==> src/rtl/md_pkg.sv <==
// ---------------------------------------------------------------------------
// md_pkg : shared definitions for the iterative multiply/divide unit.
//   - op encodings for mult/multu/div/divu
//   - FSM state type
//   - two's-complement negate helper
// ---------------------------------------------------------------------------
package md_pkg;

   localparam logic [1:0] MD_MULT  = 2'b00;
   localparam logic [1:0] MD_MULTU = 2'b01;
   localparam logic [1:0] MD_DIV   = 2'b10;
   localparam logic [1:0] MD_DIVU  = 2'b11;

   typedef enum logic [1:0] {
      IDLE = 2'b00,
      PREP = 2'b01,
      CALC = 2'b10,
      FIN  = 2'b11
   } md_state_e;

   // Working width of the negate helper; callers zero-extend into it and
   // truncate the result back, which is exact for any width up to this
   // value (so the unit supports WIDTH up to 64).
   localparam int MD_NEG_W = 130;

   function automatic logic [MD_NEG_W-1:0] md_neg(input logic [MD_NEG_W-1:0] v);
      return ~v + {{(MD_NEG_W-1){1'b0}}, 1'b1};
   endfunction

endpackage

==> src/rtl/md_iter_unit_if.sv <==
// ---------------------------------------------------------------------------
// md_iter_unit_if : pipeline-side bus of the multiply/divide unit.
//   master : EX stage (drives start/op/a/b/cancel/mt*/mf*/wdata)
//   slave  : md_iter_unit (drives rdata/hi/lo/busy/done/div_zero/stall)
// ---------------------------------------------------------------------------
interface md_iter_unit_if #(parameter int WIDTH = 32);

   logic             start;
   logic [1:0]       op;
   logic [WIDTH-1:0] a;
   logic [WIDTH-1:0] b;
   logic             cancel;
   logic             mthi;
   logic             mtlo;
   logic [WIDTH-1:0] wdata;
   logic             mfhi;
   logic             mflo;
   logic [WIDTH-1:0] rdata;
   logic [WIDTH-1:0] hi;
   logic [WIDTH-1:0] lo;
   logic             busy;
   logic             done;
   logic             div_zero;
   logic             stall;

   modport master (
      output start, op, a, b, cancel, mthi, mtlo, wdata, mfhi, mflo,
      input  rdata, hi, lo, busy, done, div_zero, stall
   );

   modport slave (
      input  start, op, a, b, cancel, mthi, mtlo, wdata, mfhi, mflo,
      output rdata, hi, lo, busy, done, div_zero, stall
   );

endinterface

==> src/rtl/md_sign_fix.sv <==
// ---------------------------------------------------------------------------
// md_sign_fix : combinational conditional two's-complement negate.
//   val : N-bit magnitude
//   neg : 1 = return -val, 0 = return val
//   res : N-bit result
// ---------------------------------------------------------------------------
module md_sign_fix
   import md_pkg::*;
#(
   parameter int N = 32
) (
   input  logic [N-1:0] val,
   input  logic         neg,
   output logic [N-1:0] res
);

   assign res = neg ? N'(md_neg(MD_NEG_W'(val))) : val;

endmodule

==> src/rtl/md_iter_unit.sv <==
// ---------------------------------------------------------------------------
// md_iter_unit : iterative multiply (shift-add) / divide (restoring) unit
// owning the HI/LO pair.
//   clock, reset : system clock, asynchronous active-high reset
//   bus (slave)  : start/op/a/b request, cancel flush, mthi/mtlo writes,
//                  mfhi/mflo reads on rdata, hi/lo, busy, done and div_zero
//                  pulses, stall request to the pipeline
// An operation takes WIDTH+2 cycles from start to done: one PREP cycle,
// WIDTH CALC iterations, one FIN cycle in which done is high; HI/LO are
// written on the clock edge that ends FIN.
// ---------------------------------------------------------------------------
module md_iter_unit
   import md_pkg::*;
#(
   parameter int WIDTH = 32
) (
   input  logic              clock,
   input  logic              reset,
   md_iter_unit_if.slave     bus
);

   localparam int CNT_W = $clog2(WIDTH) + 1;
   localparam int W2    = 2 * WIDTH;

   md_state_e        state_q, state_d;
   logic [1:0]       op_q, op_d;
   logic [WIDTH-1:0] a_q, a_d, b_q, b_d;
   logic [WIDTH-1:0] opnd_q, opnd_d;       // multiplicand or divisor magnitude
   logic [W2-1:0]    acc_q, acc_d;         // {hi-part, lo-part} working register
   logic [CNT_W-1:0] cnt_q, cnt_d;
   logic             neg_lo_q, neg_lo_d;   // product / quotient sign
   logic             neg_hi_q, neg_hi_d;   // remainder sign
   logic             dz_q, dz_d;
   logic [WIDTH-1:0] hi_q, hi_d, lo_q, lo_d;
   logic             done_q, done_d;
   logic             div_zero_q, div_zero_d;

   logic             is_div_s, is_sgn_s, a_neg_s, b_neg_s;
   logic [WIDTH-1:0] a_mag_s, b_mag_s;
   logic [WIDTH:0]   mul_sum_s, div_trial_s;
   logic [W2-1:0]    prod_fix_s;
   logic [WIDTH-1:0] quo_fix_s, rem_fix_s;

   assign is_div_s = op_q[1];
   assign is_sgn_s = ~op_q[0];
   assign a_neg_s  = is_sgn_s & a_q[WIDTH-1];
   assign b_neg_s  = is_sgn_s & b_q[WIDTH-1];
   assign a_mag_s  = a_neg_s ? WIDTH'(md_neg(MD_NEG_W'(a_q))) : a_q;
   assign b_mag_s  = b_neg_s ? WIDTH'(md_neg(MD_NEG_W'(b_q))) : b_q;

   // One extra bit keeps the carry of the partial-product add.
   assign mul_sum_s   = {1'b0, acc_q[W2-1:WIDTH]} + {1'b0, opnd_q};
   // Trial subtract on the remainder after the left shift; msb set = negative.
   assign div_trial_s = acc_q[W2-1:WIDTH-1] - {1'b0, opnd_q};

   md_sign_fix #(.N(W2))    u_fix_prod (.val(acc_q),              .neg(neg_lo_q), .res(prod_fix_s));
   md_sign_fix #(.N(WIDTH)) u_fix_quo  (.val(acc_q[WIDTH-1:0]),   .neg(neg_lo_q), .res(quo_fix_s));
   md_sign_fix #(.N(WIDTH)) u_fix_rem  (.val(acc_q[W2-1:WIDTH]),  .neg(neg_hi_q), .res(rem_fix_s));

   // Next-state, datapath and output-pulse computation.
   always_comb begin
      state_d  = state_q;
      op_d     = op_q;
      a_d      = a_q;
      b_d      = b_q;
      opnd_d   = opnd_q;
      acc_d    = acc_q;
      cnt_d    = cnt_q;
      neg_lo_d = neg_lo_q;
      neg_hi_d = neg_hi_q;
      dz_d     = dz_q;
      hi_d     = hi_q;
      lo_d     = lo_q;
      case (state_q)
         IDLE: begin
            if (bus.mthi) hi_d = bus.wdata;
            else          hi_d = hi_q;
            if (bus.mtlo) lo_d = bus.wdata;
            else          lo_d = lo_q;
            // A flush in the same cycle kills the request.
            if (bus.start && !bus.cancel) begin
               op_d    = bus.op;
               a_d     = bus.a;
               b_d     = bus.b;
               state_d = PREP;
            end else begin
               state_d = IDLE;
            end
         end
         PREP: begin
            if (bus.cancel) begin
               state_d = IDLE;
            end else begin
               opnd_d   = b_mag_s;
               acc_d    = {{WIDTH{1'b0}}, a_mag_s};
               cnt_d    = CNT_W'(WIDTH);
               neg_lo_d = a_neg_s ^ b_neg_s;
               neg_hi_d = a_neg_s;
               dz_d     = is_div_s && (b_q == {WIDTH{1'b0}});
               state_d  = dz_d ? FIN : CALC;
            end
         end
         CALC: begin
            if (bus.cancel) begin
               state_d = IDLE;
            end else begin
               if (is_div_s) begin
                  if (div_trial_s[WIDTH]) acc_d = {acc_q[W2-2:0], 1'b0};
                  else                    acc_d = {div_trial_s[WIDTH-1:0], acc_q[WIDTH-2:0], 1'b1};
               end else begin
                  if (acc_q[0]) acc_d = {mul_sum_s, acc_q[WIDTH-1:1]};
                  else          acc_d = {1'b0, acc_q[W2-1:1]};
               end
               cnt_d   = cnt_q - CNT_W'(1);
               state_d = (cnt_q == CNT_W'(1)) ? FIN : CALC;
            end
         end
         FIN: begin
            if (bus.cancel) begin
               state_d = IDLE;
            end else begin
               if (dz_q) begin
                  hi_d = hi_q;
                  lo_d = lo_q;
               end else if (is_div_s) begin
                  hi_d = rem_fix_s;
                  lo_d = quo_fix_s;
               end else begin
                  hi_d = prod_fix_s[W2-1:WIDTH];
                  lo_d = prod_fix_s[WIDTH-1:0];
               end
               state_d = IDLE;
            end
         end
         default: begin
            state_d = IDLE;
         end
      endcase
      // done/div_zero are registered so they are high for exactly the FIN cycle.
      done_d     = (state_d == FIN);
      div_zero_d = (state_d == FIN) && dz_d;
   end

   // State and datapath registers.
   always_ff @(posedge clock or posedge reset) begin
      if (reset) begin
         state_q    <= IDLE;
         op_q       <= 2'b00;
         a_q        <= {WIDTH{1'b0}};
         b_q        <= {WIDTH{1'b0}};
         opnd_q     <= {WIDTH{1'b0}};
         acc_q      <= {W2{1'b0}};
         cnt_q      <= {CNT_W{1'b0}};
         neg_lo_q   <= 1'b0;
         neg_hi_q   <= 1'b0;
         dz_q       <= 1'b0;
         hi_q       <= {WIDTH{1'b0}};
         lo_q       <= {WIDTH{1'b0}};
         done_q     <= 1'b0;
         div_zero_q <= 1'b0;
      end else begin
         state_q    <= state_d;
         op_q       <= op_d;
         a_q        <= a_d;
         b_q        <= b_d;
         opnd_q     <= opnd_d;
         acc_q      <= acc_d;
         cnt_q      <= cnt_d;
         neg_lo_q   <= neg_lo_d;
         neg_hi_q   <= neg_hi_d;
         dz_q       <= dz_d;
         hi_q       <= hi_d;
         lo_q       <= lo_d;
         done_q     <= done_d;
         div_zero_q <= div_zero_d;
      end
   end

   assign bus.hi       = hi_q;
   assign bus.lo       = lo_q;
   assign bus.done     = done_q;
   assign bus.div_zero = div_zero_q;
   assign bus.busy     = (state_q != IDLE);
   assign bus.rdata    = bus.mfhi ? hi_q : lo_q;
   assign bus.stall    = (state_q != IDLE) &
                         (bus.start | bus.mfhi | bus.mflo | bus.mthi | bus.mtlo);

endmodule

==> src/flat_wrapper.sv <==
// flat-port wrapper written by rule: the top's interface ports become plain ports
module md_iter_unit_flat import md_pkg::*;
#(
   parameter int WIDTH = 32
)
  (clock, reset, bus_start, bus_op, bus_a, bus_b, bus_cancel, bus_mthi, bus_mtlo, bus_wdata, bus_mfhi, bus_mflo, bus_rdata, bus_hi, bus_lo, bus_busy, bus_done, bus_div_zero, bus_stall);
  md_iter_unit_if #(.WIDTH(WIDTH)) bus_i ();
  input  logic clock;
  input  logic reset;
  input wire logic [$bits(bus_i.start)-1:0] bus_start;
  input wire logic [$bits(bus_i.op)-1:0] bus_op;
  input wire logic [$bits(bus_i.a)-1:0] bus_a;
  input wire logic [$bits(bus_i.b)-1:0] bus_b;
  input wire logic [$bits(bus_i.cancel)-1:0] bus_cancel;
  input wire logic [$bits(bus_i.mthi)-1:0] bus_mthi;
  input wire logic [$bits(bus_i.mtlo)-1:0] bus_mtlo;
  input wire logic [$bits(bus_i.wdata)-1:0] bus_wdata;
  input wire logic [$bits(bus_i.mfhi)-1:0] bus_mfhi;
  input wire logic [$bits(bus_i.mflo)-1:0] bus_mflo;
  output wire logic [$bits(bus_i.rdata)-1:0] bus_rdata;
  output wire logic [$bits(bus_i.hi)-1:0] bus_hi;
  output wire logic [$bits(bus_i.lo)-1:0] bus_lo;
  output wire logic [$bits(bus_i.busy)-1:0] bus_busy;
  output wire logic [$bits(bus_i.done)-1:0] bus_done;
  output wire logic [$bits(bus_i.div_zero)-1:0] bus_div_zero;
  output wire logic [$bits(bus_i.stall)-1:0] bus_stall;
  assign bus_i.start = bus_start;
  assign bus_i.op = bus_op;
  assign bus_i.a = bus_a;
  assign bus_i.b = bus_b;
  assign bus_i.cancel = bus_cancel;
  assign bus_i.mthi = bus_mthi;
  assign bus_i.mtlo = bus_mtlo;
  assign bus_i.wdata = bus_wdata;
  assign bus_i.mfhi = bus_mfhi;
  assign bus_i.mflo = bus_mflo;
  assign bus_rdata = bus_i.rdata;
  assign bus_hi = bus_i.hi;
  assign bus_lo = bus_i.lo;
  assign bus_busy = bus_i.busy;
  assign bus_done = bus_i.done;
  assign bus_div_zero = bus_i.div_zero;
  assign bus_stall = bus_i.stall;
  md_iter_unit #(.WIDTH(WIDTH)) u_core (.clock(clock), .reset(reset), .bus(bus_i));
endmodule
==> config.mk <==
export PLATFORM = sky130hd
export DESIGN_NAME = md_iter_unit_flat
export DESIGN_NICKNAME = d
export VERILOG_FILES = /design/src/rtl/md_pkg.sv /design/src/rtl/md_iter_unit_if.sv /design/src/rtl/md_sign_fix.sv /design/src/rtl/md_iter_unit.sv /design/src/flat_wrapper.sv
export SDC_FILE = /design/constraint.sdc
export NUM_CORES = 1
export LEC_CHECK = 0
export ABC_AREA = 0
export BUFFER_PORTS_ARGS = -buffer_cell sky130_fd_sc_hd__buf_4
export CAP_MARGIN = 40
export CORE_UTILIZATION = 30
export CTS_CLUSTER_SIZE = 16
export DETAILED_ROUTE_END_ITERATION = 6
export PLACE_DENSITY_LB_ADDON = 0.2
export SYNTH_ARGS = -nofsm -noshare
export SYNTH_HDL_FRONTEND = slang
export SYNTH_SLANG_ARGS = --single-unit
export TNS_END_PERCENT = 5
==> constraint.sdc <==
create_clock -name clock -period 11.34 [get_ports clock]
set_input_delay 3.402 -clock clock [delete_from_list [all_inputs] [get_ports clock]]
set_output_delay 3.402 -clock clock [all_outputs]
set_load 0.005 [all_outputs]
==> impl_metrics.ini <==
[logic_synthesis]
synth-warning-count = 0
cell_type_with_the_largest_total_area_after_synthesis = sky130_fd_sc_hd__dfrtp_1
synthFlopType = sky130_fd_sc_hd__dfrtp_1
netlist_top_cells_count = sky130_fd_sc_hd__nand2_1 (258), sky130_fd_sc_hd__dfrtp_1 (239), sky130_fd_sc_hd__o21ai_0 (225), sky130_fd_sc_hd__a21oi_1 (145), sky130_fd_sc_hd__nor2_1 (129)
synth.top_cell.area_share = 0.346
synthArstFlopShare = 1.00
post_synth_main_area_contributors = sky130_fd_sc_hd__dfrtp_1 (35%), sky130_fd_sc_hd__o21ai_0 (6.5%), sky130_fd_sc_hd__mux2_2 (6.1%), sky130_fd_sc_hd__nand2_1 (5.6%), sky130_fd_sc_hd__xnor2_1 (5.2%)
ys_seq_area_frac = 0.346
ys_seq_elements = 239
synth.cell_area_mm2 = 0.0173
synthMostInstantiatedCell = sky130_fd_sc_hd__nand2_1
syn_nets = 2196
synth_cells = 2018
synth_cell_type_count = 75
synth_enable_flop_cells = 0
syn_avg_cell_area_um2 = 8.57

[power_and_ir_drop]
share_clk_of_total_power = 0.164
power.static_leakage_nw = 8.91
power.share.sequential = 0.279
share_comb_of_total_power = 0.557
power_internal_w = 0.00307
p_sw_frac = 0.473
p_per_cell_area_mw_per_mm2 = 283
max-vdd-ir-drop_uv = 147
power.switching_w = 0.00275

[clock_network]
postCtsSetupBuffers = 0
clkSlewWorstSetupHoldPaths_ns = 0.06
cts_max_path_buffers = 3
clk_latency_ns = 0.59
cts_resized = 0
cts_tree = built
cts_buf_count = 30
numClockSinks = 239
cts.htree.levels = 1
clock_tree.root_cell = sky130_fd_sc_hd__clkbuf_16
cts-hold-fix-buffers = 0

[final_layout]
num_antenna_cells = 0
postLayoutCoreUtil = 0.363
drive_gt1_frac = 0.184
num-nets-final = 2344
num-fill-cells = 5849
area_growth_syn_to_layout_pct = 19.2

[setup_path]
crit_type = in -> out
slowest_delay_ns = 0.39
crit_top_cell = sky130_fd_sc_hd__buf_4
worstPathCellList = buf_4 -> mux2_2 -> buf_4
crit_path_start_kind = input port
slowest_stage = sky130_fd_sc_hd__mux2_2
crit_path_end_kind = output port
worst_ep_arrival_time_ns = 4.31
worst-endpoint-required_ns = 7.94
cp_max_fo = 33

[sta]
rsz0062_at_grt = false
tightest_slew_ns = 1.20
tcrit_tclk_final = 0.680
final-setup-viol-count = 0
maxSlewViolCount = 0
f_max_mhz = 130
max_slew_margin = 0.200
layout_min_cycle_time_ns = 7.71
finClkSkew_ns = 0.0191
report.final.hold_viol_count = 0
setup_tns_ns = 0

[placement]
detailed_place_hpwl_mm = 44.7
gp_routability_congestion = 0.889
port-buffer-count = 205

[routing]
drt_first_pass_iters = 7
postRouteAntennaNets = 0
vias = 15715
route.final.wire_length_mm = 58.9
avgRoutedWirePerCell_um = 20.0
drt-initial-drc-count = 1025
drc_violation_count_after_routing = 0
viasPerCell = 5.34

[die]
die_width_um = 242
floorplan.die.height_um = 242
design.core.area_mm2 = 0.0567
fp.dieArea_mm2 = 0.0586
initial_core_util = 0.305
io_pins = 206
row_count = 87

[status]
result_of_the_run = complete, no violations

[grt]
grt_pass1_wl_mm = 92.5
vias_in_the_first_global_route = 15420
global_route.usage.total = 0.198
grt_start_max_net_pins = 168
grt_antenna_before_repair = 1
global_route.overflow_total = 0

[worst_hold_path]
hp-class = reg -> reg

[job]
maxcap_violations = 0
[layout by cell type, fill, tap and decap left out, types with 17 or more instances in the layout]
cell	n
sky130_fd_sc_hd__nand2_1	257
sky130_fd_sc_hd__dfrtp_1	238
sky130_fd_sc_hd__o21ai_0	225
sky130_fd_sc_hd__buf_4	221
sky130_fd_sc_hd__a21oi_1	143
sky130_fd_sc_hd__nor2_1	129
sky130_fd_sc_hd__xnor2_1	102
sky130_fd_sc_hd__mux2_2	93
sky130_fd_sc_hd__xor2_1	72
sky130_fd_sc_hd__ha_1	70
sky130_fd_sc_hd__inv_1	65
sky130_fd_sc_hd__mux2i_1	65
sky130_fd_sc_hd__o31ai_1	47
sky130_fd_sc_hd__nor3_1	34
sky130_fd_sc_hd__clkbuf_16	30
sky130_fd_sc_hd__a21o_1	28
sky130_fd_sc_hd__nand3_1	26
sky130_fd_sc_hd__nand2b_1	20
sky130_fd_sc_hd__nor2b_1	19
sky130_fd_sc_hd__o221ai_1	18
sky130_fd_sc_hd__or3_1	17
[worst max-delay path: cells and delay by family]
family   cells  cell delay, ns
mux          1            0.39
buf+inv      2            0.49
[through the flow]
step	total power (W)	cells	hold slack [ns]	area [µm²]	setup WS, ns
floorplan	0.00381	2018	0.464	17300	1.38
global placement	0.00480	2884	0.499	19500	3.67
detailed placement	0.00486	2890	0.505	19600	3.63
CTS	0.00584	2945	0.517	20600	3.63
global route	0.00627	2945	0.540	20600	3.57
finish	0.00582	2945	0.510	20600	3.63
[state kept, by name, indices dropped and copies added (netlist names), 2 cells and up]
signal,cells
u_core.a_q,32
u_core.acc_q,64
u_core.bus.lo,32
u_core.state_q,2
u_core.opnd_q,32
u_core.bus.hi,32
u_core.op_q,2
u_core.b_q,32
u_core.cnt_q,6
[final timing paths]
path,start,end,slack (ns),cells past startpoint
worst min-delay path,u_core.bus.lo[8],u_core.bus.lo[8],0.51,2
min in group asynchronous,reset,u_core.acc_q[40],2.86,2
worst min register to register,u_core.bus.lo[8],u_core.bus.lo[8],0.51,2
worst max register to register,u_core.acc_q[32],u_core.acc_q[57],7.20,13
worst max-delay path,bus_mfhi,bus_rdata[11],3.63,3
max in group asynchronous,reset,u_core.op_q[1],6.92,3
[routing by layer]
metal,routed length (µm),share of wire,vias to the layer above,GRT usage
li1,-,-,7555,-
met1,28000,0.48,7645,0.282
met2,26900,0.46,413,0.316
met3,2290,0.039,100,0.0141
met4,1760,0.030,2,0.0644
met5,17,0.00029,-,0
[kinds of logic (layout without fill, tap and decap cells)]
logic type,after synthesis,in the layout,share of synthesized area
muxes,159,159,0.0991
buffers and inverters,179,350,0.0409
adders and majority gates,72,72,0.0530
AOI/OAI and AO/OA,603,603,0.214
xor gates and xnor gates,174,174,0.0881
DFF,239,239,0.346
and+or+nand+nor,592,592,0.159
[area by class of cell]
cell class	count	area, µm²	share of cell area
Tap cell	756	946	0.0459
Sequential cell	239	5980	0.290
Timing Repair Buffer	228	1820	0.0881
Inverter	67	259	0.0126
Clock buffer	46	881	0.0427
Multi-Input combinational cell	1600	10600	0.516
Clock inverter	9	92.6	0.00449
[power groups by stage]
stage / Combinational [W] / Clock [W] / Sequential [W]
4_1_cts: 0.00324 / 0.000983 / 0.00162
5_1_grt: 0.00359 / 0.00101 / 0.00167
6_report: 0.00324 / 0.000956 / 0.00162
3_5_place_dp: 0.00322 / 0 / 0.00163
2_1_floorplan: 0.00243 / 0 / 0.00138
3_3_place_gp: 0.00317 / 0 / 0.00163
(Power assumes the default switching activity.)
